## config.mk

```make
export PLATFORM = sky130hd
export DESIGN_NAME = note_vol_ramp_bank
export DESIGN_NICKNAME = d
export VERILOG_FILES = /design/src/rtl/note_vol_ramp_bank.sv
export SDC_FILE = /design/constraint.sdc
export NUM_CORES = 2
export LEC_CHECK = 0
export CAP_MARGIN = 25
export CORE_MARGIN = 2
export CORE_UTILIZATION = 24
export CTS_BUF_LIST = sky130_fd_sc_hd__clkbuf_16
export DETAILED_ROUTE_END_ITERATION = 16
export SYNTH_ARGS = -nofsm -noshare
export SYNTH_HDL_FRONTEND = slang
export SYNTH_SLANG_ARGS = --single-unit
```

## constraint.sdc

```tcl
create_clock -name clk -period 12.3 [get_ports clk]
set_input_delay 2.46 -clock clk [delete_from_list [all_inputs] [get_ports clk]]
set_output_delay 2.46 -clock clk [all_outputs]
set_load 0.05 [all_outputs]
```

## src/rtl/note_vol_ramp_bank.sv

```systemverilog
// note_vol_ramp_bank: Avalon-MM register bank of per-voice target volumes.
// On each sample tick, a sequencer visits every channel once. Each visit slews
// the channel's current volume toward its target by the programmed step. The
// result is scaled by the master volume through one shared multiplier.
//
// Ports:
//   clk, reset         system clock, synchronous active-high reset
//   avs_address        word address (targets, master, step, status, control)
//   avs_write          write strobe, with avs_writedata
//   avs_read           read strobe; avs_readdata is valid one cycle later
//   sample_tick        one-cycle pulse per audio sample; starts a sweep
//   vol_out            scaled volumes; channel k is at [k*VOL_W +: VOL_W]
//   frame_done         one-cycle pulse when a sweep completes
//   ramp_busy          registered OR of (current != target) over all channels
module note_vol_ramp_bank #(
    parameter int unsigned NUM_CH   = 8,
    parameter int unsigned VOL_W    = 16,
    parameter int unsigned ADDR_W   = 5,
    parameter logic [VOL_W-1:0] STEP_RST = VOL_W'(16'h0100)
) (
    input  logic                      clk,
    input  logic                      reset,
    input  logic [ADDR_W-1:0]         avs_address,
    input  logic                      avs_write,
    input  logic [31:0]               avs_writedata,
    input  logic                      avs_read,
    output logic [31:0]               avs_readdata,
    input  logic                      sample_tick,
    output logic [NUM_CH*VOL_W-1:0]   vol_out,
    output logic                      frame_done,
    output logic                      ramp_busy
);

    localparam int unsigned IDX_W  = (NUM_CH > 1) ? $clog2(NUM_CH) : 1;
    localparam int unsigned PROD_W = VOL_W + 9;
    localparam logic [ADDR_W-1:0] A_MASTER = ADDR_W'(NUM_CH);
    localparam logic [ADDR_W-1:0] A_STEP   = ADDR_W'(NUM_CH + 1);
    localparam logic [ADDR_W-1:0] A_STATUS = ADDR_W'(NUM_CH + 2);
    localparam logic [ADDR_W-1:0] A_CTRL   = ADDR_W'(NUM_CH + 3);

    typedef enum logic [1:0] {S_IDLE, S_SWEEP, S_FINISH} state_e;

    state_e             state_q, state_d;
    logic [IDX_W-1:0]   idx_q, idx_d;
    logic [VOL_W-1:0]   tgt_q [NUM_CH];
    logic [VOL_W-1:0]   tgt_d [NUM_CH];
    logic [VOL_W-1:0]   cur_q [NUM_CH];
    logic [VOL_W-1:0]   cur_d [NUM_CH];
    logic [VOL_W-1:0]   vol_q [NUM_CH];
    logic [VOL_W-1:0]   vol_d [NUM_CH];
    logic [7:0]         master_q, master_d;
    logic [VOL_W-1:0]   step_q, step_d;
    logic               overrun_q, overrun_d;
    logic               snap_q, snap_d;
    logic [31:0]        rdata_q, rdata_d;
    logic               frame_done_q, frame_done_d;
    logic               busy_q, busy_d;
    logic               slot_en;

    logic [VOL_W-1:0]   cur_sel, tgt_sel, cur_new, scaled;
    logic [VOL_W:0]     sum;
    logic [8:0]         master_p1;
    logic [PROD_W-1:0]  prod;

    // Sequencer: IDLE -> one slot per channel -> FINISH (frame_done) -> IDLE
    always_comb begin
        state_d      = state_q;
        idx_d        = idx_q;
        frame_done_d = 1'b0;
        slot_en      = 1'b0;
        case (state_q)
            S_IDLE: begin
                if (sample_tick) begin
                    state_d = S_SWEEP;
                    idx_d   = '0;
                end
            end
            S_SWEEP: begin
                slot_en = 1'b1;
                if (idx_q == IDX_W'(NUM_CH - 1)) begin
                    state_d = S_FINISH;
                end else begin
                    idx_d = idx_q + IDX_W'(1);
                end
            end
            S_FINISH: begin
                frame_done_d = 1'b1;
                state_d      = S_IDLE;
            end
            default: state_d = S_IDLE;
        endcase
    end

    // Shared channel datapath: slew the selected channel and scale it by master
    always_comb begin
        cur_sel = '0;
        tgt_sel = '0;
        for (int k = 0; k < NUM_CH; k++) begin
            if (idx_q == IDX_W'(k)) begin
                cur_sel = cur_q[k];
                tgt_sel = tgt_q[k];
            end
        end
        sum = {1'b0, cur_sel} + {1'b0, step_q};
        if (snap_q) begin
            cur_new = tgt_sel;
        end else if (cur_sel < tgt_sel) begin
            cur_new = (sum > {1'b0, tgt_sel}) ? tgt_sel : sum[VOL_W-1:0];
        end else if (cur_sel > tgt_sel) begin
            // cur > tgt, so cur - tgt cannot underflow; clamp at target
            cur_new = ((cur_sel - tgt_sel) > step_q) ? (cur_sel - step_q) : tgt_sel;
        end else begin
            cur_new = cur_sel;
        end
        master_p1 = {1'b0, master_q} + 9'd1;
        prod      = PROD_W'(cur_new) * PROD_W'(master_p1);
        scaled    = prod[VOL_W+7:8];
    end

    // Register-bank next state, channel writeback, status and read mux
    always_comb begin
        master_d  = master_q;
        step_d    = step_q;
        snap_d    = snap_q;
        busy_d    = 1'b0;
        rdata_d   = '0;
        overrun_d = overrun_q;
        for (int k = 0; k < NUM_CH; k++) begin
            tgt_d[k] = tgt_q[k];
            cur_d[k] = cur_q[k];
            vol_d[k] = vol_q[k];
            if (avs_write && avs_address == ADDR_W'(k)) begin
                tgt_d[k] = avs_writedata[VOL_W-1:0];
            end
            if (slot_en && idx_q == IDX_W'(k)) begin
                cur_d[k] = cur_new;
                vol_d[k] = scaled;
            end
            busy_d = busy_d | (cur_q[k] != tgt_q[k]);
        end
        if (avs_write && avs_address == A_MASTER) begin
            master_d = avs_writedata[7:0];
        end
        if (avs_write && avs_address == A_STEP) begin
            step_d = (avs_writedata[VOL_W-1:0] == '0) ? VOL_W'(1) : avs_writedata[VOL_W-1:0];
        end
        // A snap request landing in FINISH still applies to the next sweep
        if (state_q == S_FINISH) begin
            snap_d = 1'b0;
        end
        if (avs_write && avs_address == A_CTRL && avs_writedata[1]) begin
            snap_d = 1'b1;
        end
        // Clear first so a same-cycle dropped tick wins
        if (avs_write && avs_address == A_CTRL && avs_writedata[0]) begin
            overrun_d = 1'b0;
        end
        if (sample_tick && state_q != S_IDLE) begin
            overrun_d = 1'b1;
        end
        if (avs_read) begin
            for (int k = 0; k < NUM_CH; k++) begin
                if (avs_address == ADDR_W'(k)) begin
                    rdata_d = 32'(tgt_q[k]);
                end
            end
            if (avs_address == A_MASTER) rdata_d = 32'(master_q);
            if (avs_address == A_STEP)   rdata_d = 32'(step_q);
            if (avs_address == A_STATUS) rdata_d = {30'd0, overrun_q, busy_q};
        end
    end

    always_ff @(posedge clk) begin
        if (reset) begin
            state_q      <= S_IDLE;
            idx_q        <= '0;
            master_q     <= 8'hFF;
            step_q       <= STEP_RST;
            overrun_q    <= 1'b0;
            snap_q       <= 1'b0;
            rdata_q      <= '0;
            frame_done_q <= 1'b0;
            busy_q       <= 1'b0;
            for (int k = 0; k < NUM_CH; k++) begin
                tgt_q[k] <= '0;
                cur_q[k] <= '0;
                vol_q[k] <= '0;
            end
        end else begin
            state_q      <= state_d;
            idx_q        <= idx_d;
            master_q     <= master_d;
            step_q       <= step_d;
            overrun_q    <= overrun_d;
            snap_q       <= snap_d;
            rdata_q      <= rdata_d;
            frame_done_q <= frame_done_d;
            busy_q       <= busy_d;
            for (int k = 0; k < NUM_CH; k++) begin
                tgt_q[k] <= tgt_d[k];
                cur_q[k] <= cur_d[k];
                vol_q[k] <= vol_d[k];
            end
        end
    end

    for (genvar g = 0; g < NUM_CH; g++) begin : g_vol
        assign vol_out[g*VOL_W +: VOL_W] = vol_q[g];
    end

    assign avs_readdata = rdata_q;
    assign frame_done   = frame_done_q;
    assign ramp_busy    = busy_q;

    // Upper write-data bits and product bits outside the scaled window are unused
    logic unused_ok;
    assign unused_ok = ^{avs_writedata, prod};

endmodule

```

==> out/results.txt <==
# Max-Cap Violations: 0
Cell Area, Synth: 28230 µm²
Hold Crit Class: reg2reg
Die Span X: 346.9 µm
fin area: 34240 µm²
Reg clk slew, reported paths: 60 ps
outcome: finished, final reports clean
Synth async-reset ratio: 0
Post-synth EDFFs: 0
row count: 125
Worst Tran Pin Value: 1106 ps
Setup crit end kind: register
global route overflow: 0
full die area: 120400 µm²
gr usage total: 0.1932
Nets: 4086
min Tclk post-route: 11860 ps
max incr delay on CP: 540 ps
Worst setup SP type: register
synthesis-stage register bit count: 433
Syn Inst Count: 3646
drt via density: 5.162
largest area contributor in the netlist: dfxtp_1
post-synthesis sequential area ratio: 0.3071
setup TNS: 0 ps
crit-path most repeated cell: inv_1
Detailed Place HPWL: 91.30 mm
Detailed Routing Iterations Pass 1: 6
Comb pwr share: 0.728
Net Sw Frac: 0.5087
top-area cell type share of the netlist area: 0.3071
DRT iter0 DRCs: 3230
IO Count: 204
die height: 346.9 µm
PortBufs: 171
Placed Area: 32560 µm²
CTS max path bufs: 3
Synth area leaders: dfxtp_1 31%, nand2_1 9.2%, fa_1 7.1%
Clock Skew: 25.90 ps
Sequential Power Share: 0.141
fmax: 84.30 MHz
Vias: 27770
hold violation count in the final report: 0
initial antenna violation count: 2
Peak VDD IR: 447.9 µV
Pleak: 13.51 nW
PwrDens: 315.9 nW/µm²
relative slew slack: 0.2630
pin count of the biggest net entering global routing: 182
Clock Latency Late Sink: 600 ps
sw power: 0.005503 W
layout cells sized above 1: 0.1007
final wirelength: 120.9 mm
global-route wire length before repair: 175.8 mm
vias in the first global route: 25960
Clk Tree Root Cell: clkbuf_16
DRC viols: 0
routability cong.: 0.9902
Tcrit/Tclk final: 0.9644
max-slew violations: 0
clock group share of total power: 0.131
Synth Area per Inst: 7.742 µm²
Worst Path Required: 12810 ps
antenna viol nets, final: 0
Setup Viol. Count Final: 0
Core Box Area: 116400 µm²
Synth-to-Final Area Change: 21.31%
Initial Util: 0.2426
Critical Path AT: 12370 ps
internal power: 0.005315 W
Synth Flop Type: dfxtp_1
H-tree levels: 2
TritonCTS Sinks: 433
TritonCTS clock tree: built
yosys warns: 0
library cells used by synthesis: 91
Max FO, Critical Path: 17
WL/cell: 22.48 µm
Crit Path Category: reg2reg
Slowest cell on crit path: fa_1
TritonCTS buffer count: 45
-- worst max-delay path: cells and delay by family (launching register included) --
kind | cells | cell delay (ps)
adder cells (fa/ha/maj) | 8 | 3150
flip-flops | 1 | 380
AND/OR/NAND/NOR | 11 | 1980
XOR/XNOR | 2 | 380
AO/OA/AOI/OAI | 22 | 4390
buffers and inverters | 11 | 1450
-- sequential cells by signal, indices dropped and copies added, names as in the netlist, 2 cells and up --
register      count
step_q           16
idx_q             3
vol_q           128
master_q          8
tgt_q           128
state_q           2
cur_q           128
avs_readdata     16
-- final cells by class --
class | instances | area, µm²
antenna | 1 | 2.502
clock buffer | 47 | 1176
clock inverter | 35 | 315.3
fill | 12560 | 82120
inverter | 196 | 735.7
multi-input combinational | 2751 | 17870
sequential | 433 | 8670
tap | 1524 | 1907
timing repair buffer | 392 | 3562
-- cells by family (layout without fill, tap and decap cells) --
kind of cell | count (synthesis) | after routing | share of synthesized area
compound gates | 891 | 891 | 0.2051
fa+ha+maj | 225 | 225 | 0.1263
simple gates | 1415 | 1415 | 0.2286
buf+inv | 477 | 670 | 0.06773
other cells | 1 | 17 | 0.0001329
flops | 433 | 433 | 0.3071
xor+xnor | 172 | 172 | 0.05364
mux | 32 | 32 | 0.01139
-- power by group through the flow --
stage / Combinational [W] / Sequential [W] / Clock, W
finish: 0.00788 / 0.00153 / 0.00142
global route: 0.00849 / 0.00153 / 0.00149
CTS: 0.00780 / 0.00153 / 0.00144
detailed placement: 0.00771 / 0.00156 / 0
global placement: 0.00773 / 0.00156 / 0
floorplan: 0.00391 / 0.00163 / 0
-- worst paths after layout --
path,from,end,slack [ps],cells past startpoint
setup / recovery,idx_q[1],vol_q[1][15],440,54
hold / removal,vol_q[0][39],vol_q[0][39],450,2
setup reg to reg,idx_q[1],vol_q[1][15],440,54
hold reg to reg,vol_q[0][39],vol_q[0][39],450,2
-- metal layers --
metal,share of wire,wire (µm),track usage
met5,0.00012,15,0
met2,0.42,51260,0.2887
met4,0.037,4521,0.06513
met1,0.43,52530,0.2695
met3,0.10,12610,0.04747
-- synth_stat cells (6+ instances only) --
cell type	instances
nand3b_1	63
xnor2_1	67
o21ai_0	112
a21oi_1	374
o22ai_1	8
clkbuf_1	220
nand2_1	689
and2_1	19
nor2b_1	48
nor2_1	306
buf_2	28
buf_4	17
a21boi_0	7
a22oi_1	30
mux2i_1	31
nor3b_1	17
a221oi_1	48
a222oi_1	12
ha_1	125
or3_1	11
o21a_1	10
and3_1	16
a211oi_1	73
o21bai_1	6
or2_2	31
nand4_1	29
nor3_1	40
a311oi_1	23
nand2b_1	41
dfxtp_1	433
a31oi_1	23
a22o_1	9
buf_1	13
a221o_1	6
o21ai_1	7
o311ai_0	26
o211ai_1	32
inv_1	196
fa_1	100
xor2_1	104
nand3_1	34
nor4_1	46
a211o_1	22
a21o_1	17
-- cell usage in the layout, fill, tap and decap left out, drive strengths merged, types with 17 or more instances in the layout --
cell             n
nand2          689
dfxtp          433
a21oi          376
nor2           306
buf            223
inv            206
clkdlybuf4s50  169
ha             125
o21ai          121
xor2           105
fa             100
a211oi          73
xnor2           67
nand3b          63
a221oi          50
nor2b           48
nor4            48
clkbuf          47
nand2b          41
nor3            41
nand3           38
o211ai          32
or2             32
mux2i           31
a22oi           30
nand4           29
o311ai          28
a31oi           24
a311oi          24
a211o           22
and2            21
nor3b           18
clkinv          18
a21o            17
-- stage by stage --
| stage | setup slack (ps) | utilization | hold slack, ps | power, W | cells |
|---|---|---|---|---|---|
| 2_1_floorplan | 960.8 | - | 431.7 | 0.005539 | 3661 |
| 3_3_place_gp | 149.0 | 0.2797 | 438.5 | 0.009284 | 5288 |
| 3_5_place_dp | 45.68 | 0.2798 | 446.1 | 0.009269 | 5289 |
| 4_1_cts | 1.459 | 0.2926 | 455.7 | 0.01077 | 5371 |
| 5_1_grt | -37.65 | 0.2943 | 476.3 | 0.01151 | 5379 |
| 6_report | 438.1 | 0.2943 | 450.9 | 0.01082 | 5379 |
-- what timing repair did --
action,in CTS,in global routing
resized for setup,0,32
buffers inserted,0,6
hold buffers,0,0
endpoints found under the setup margin,0,82
Power figures use the tool's default switching activity.
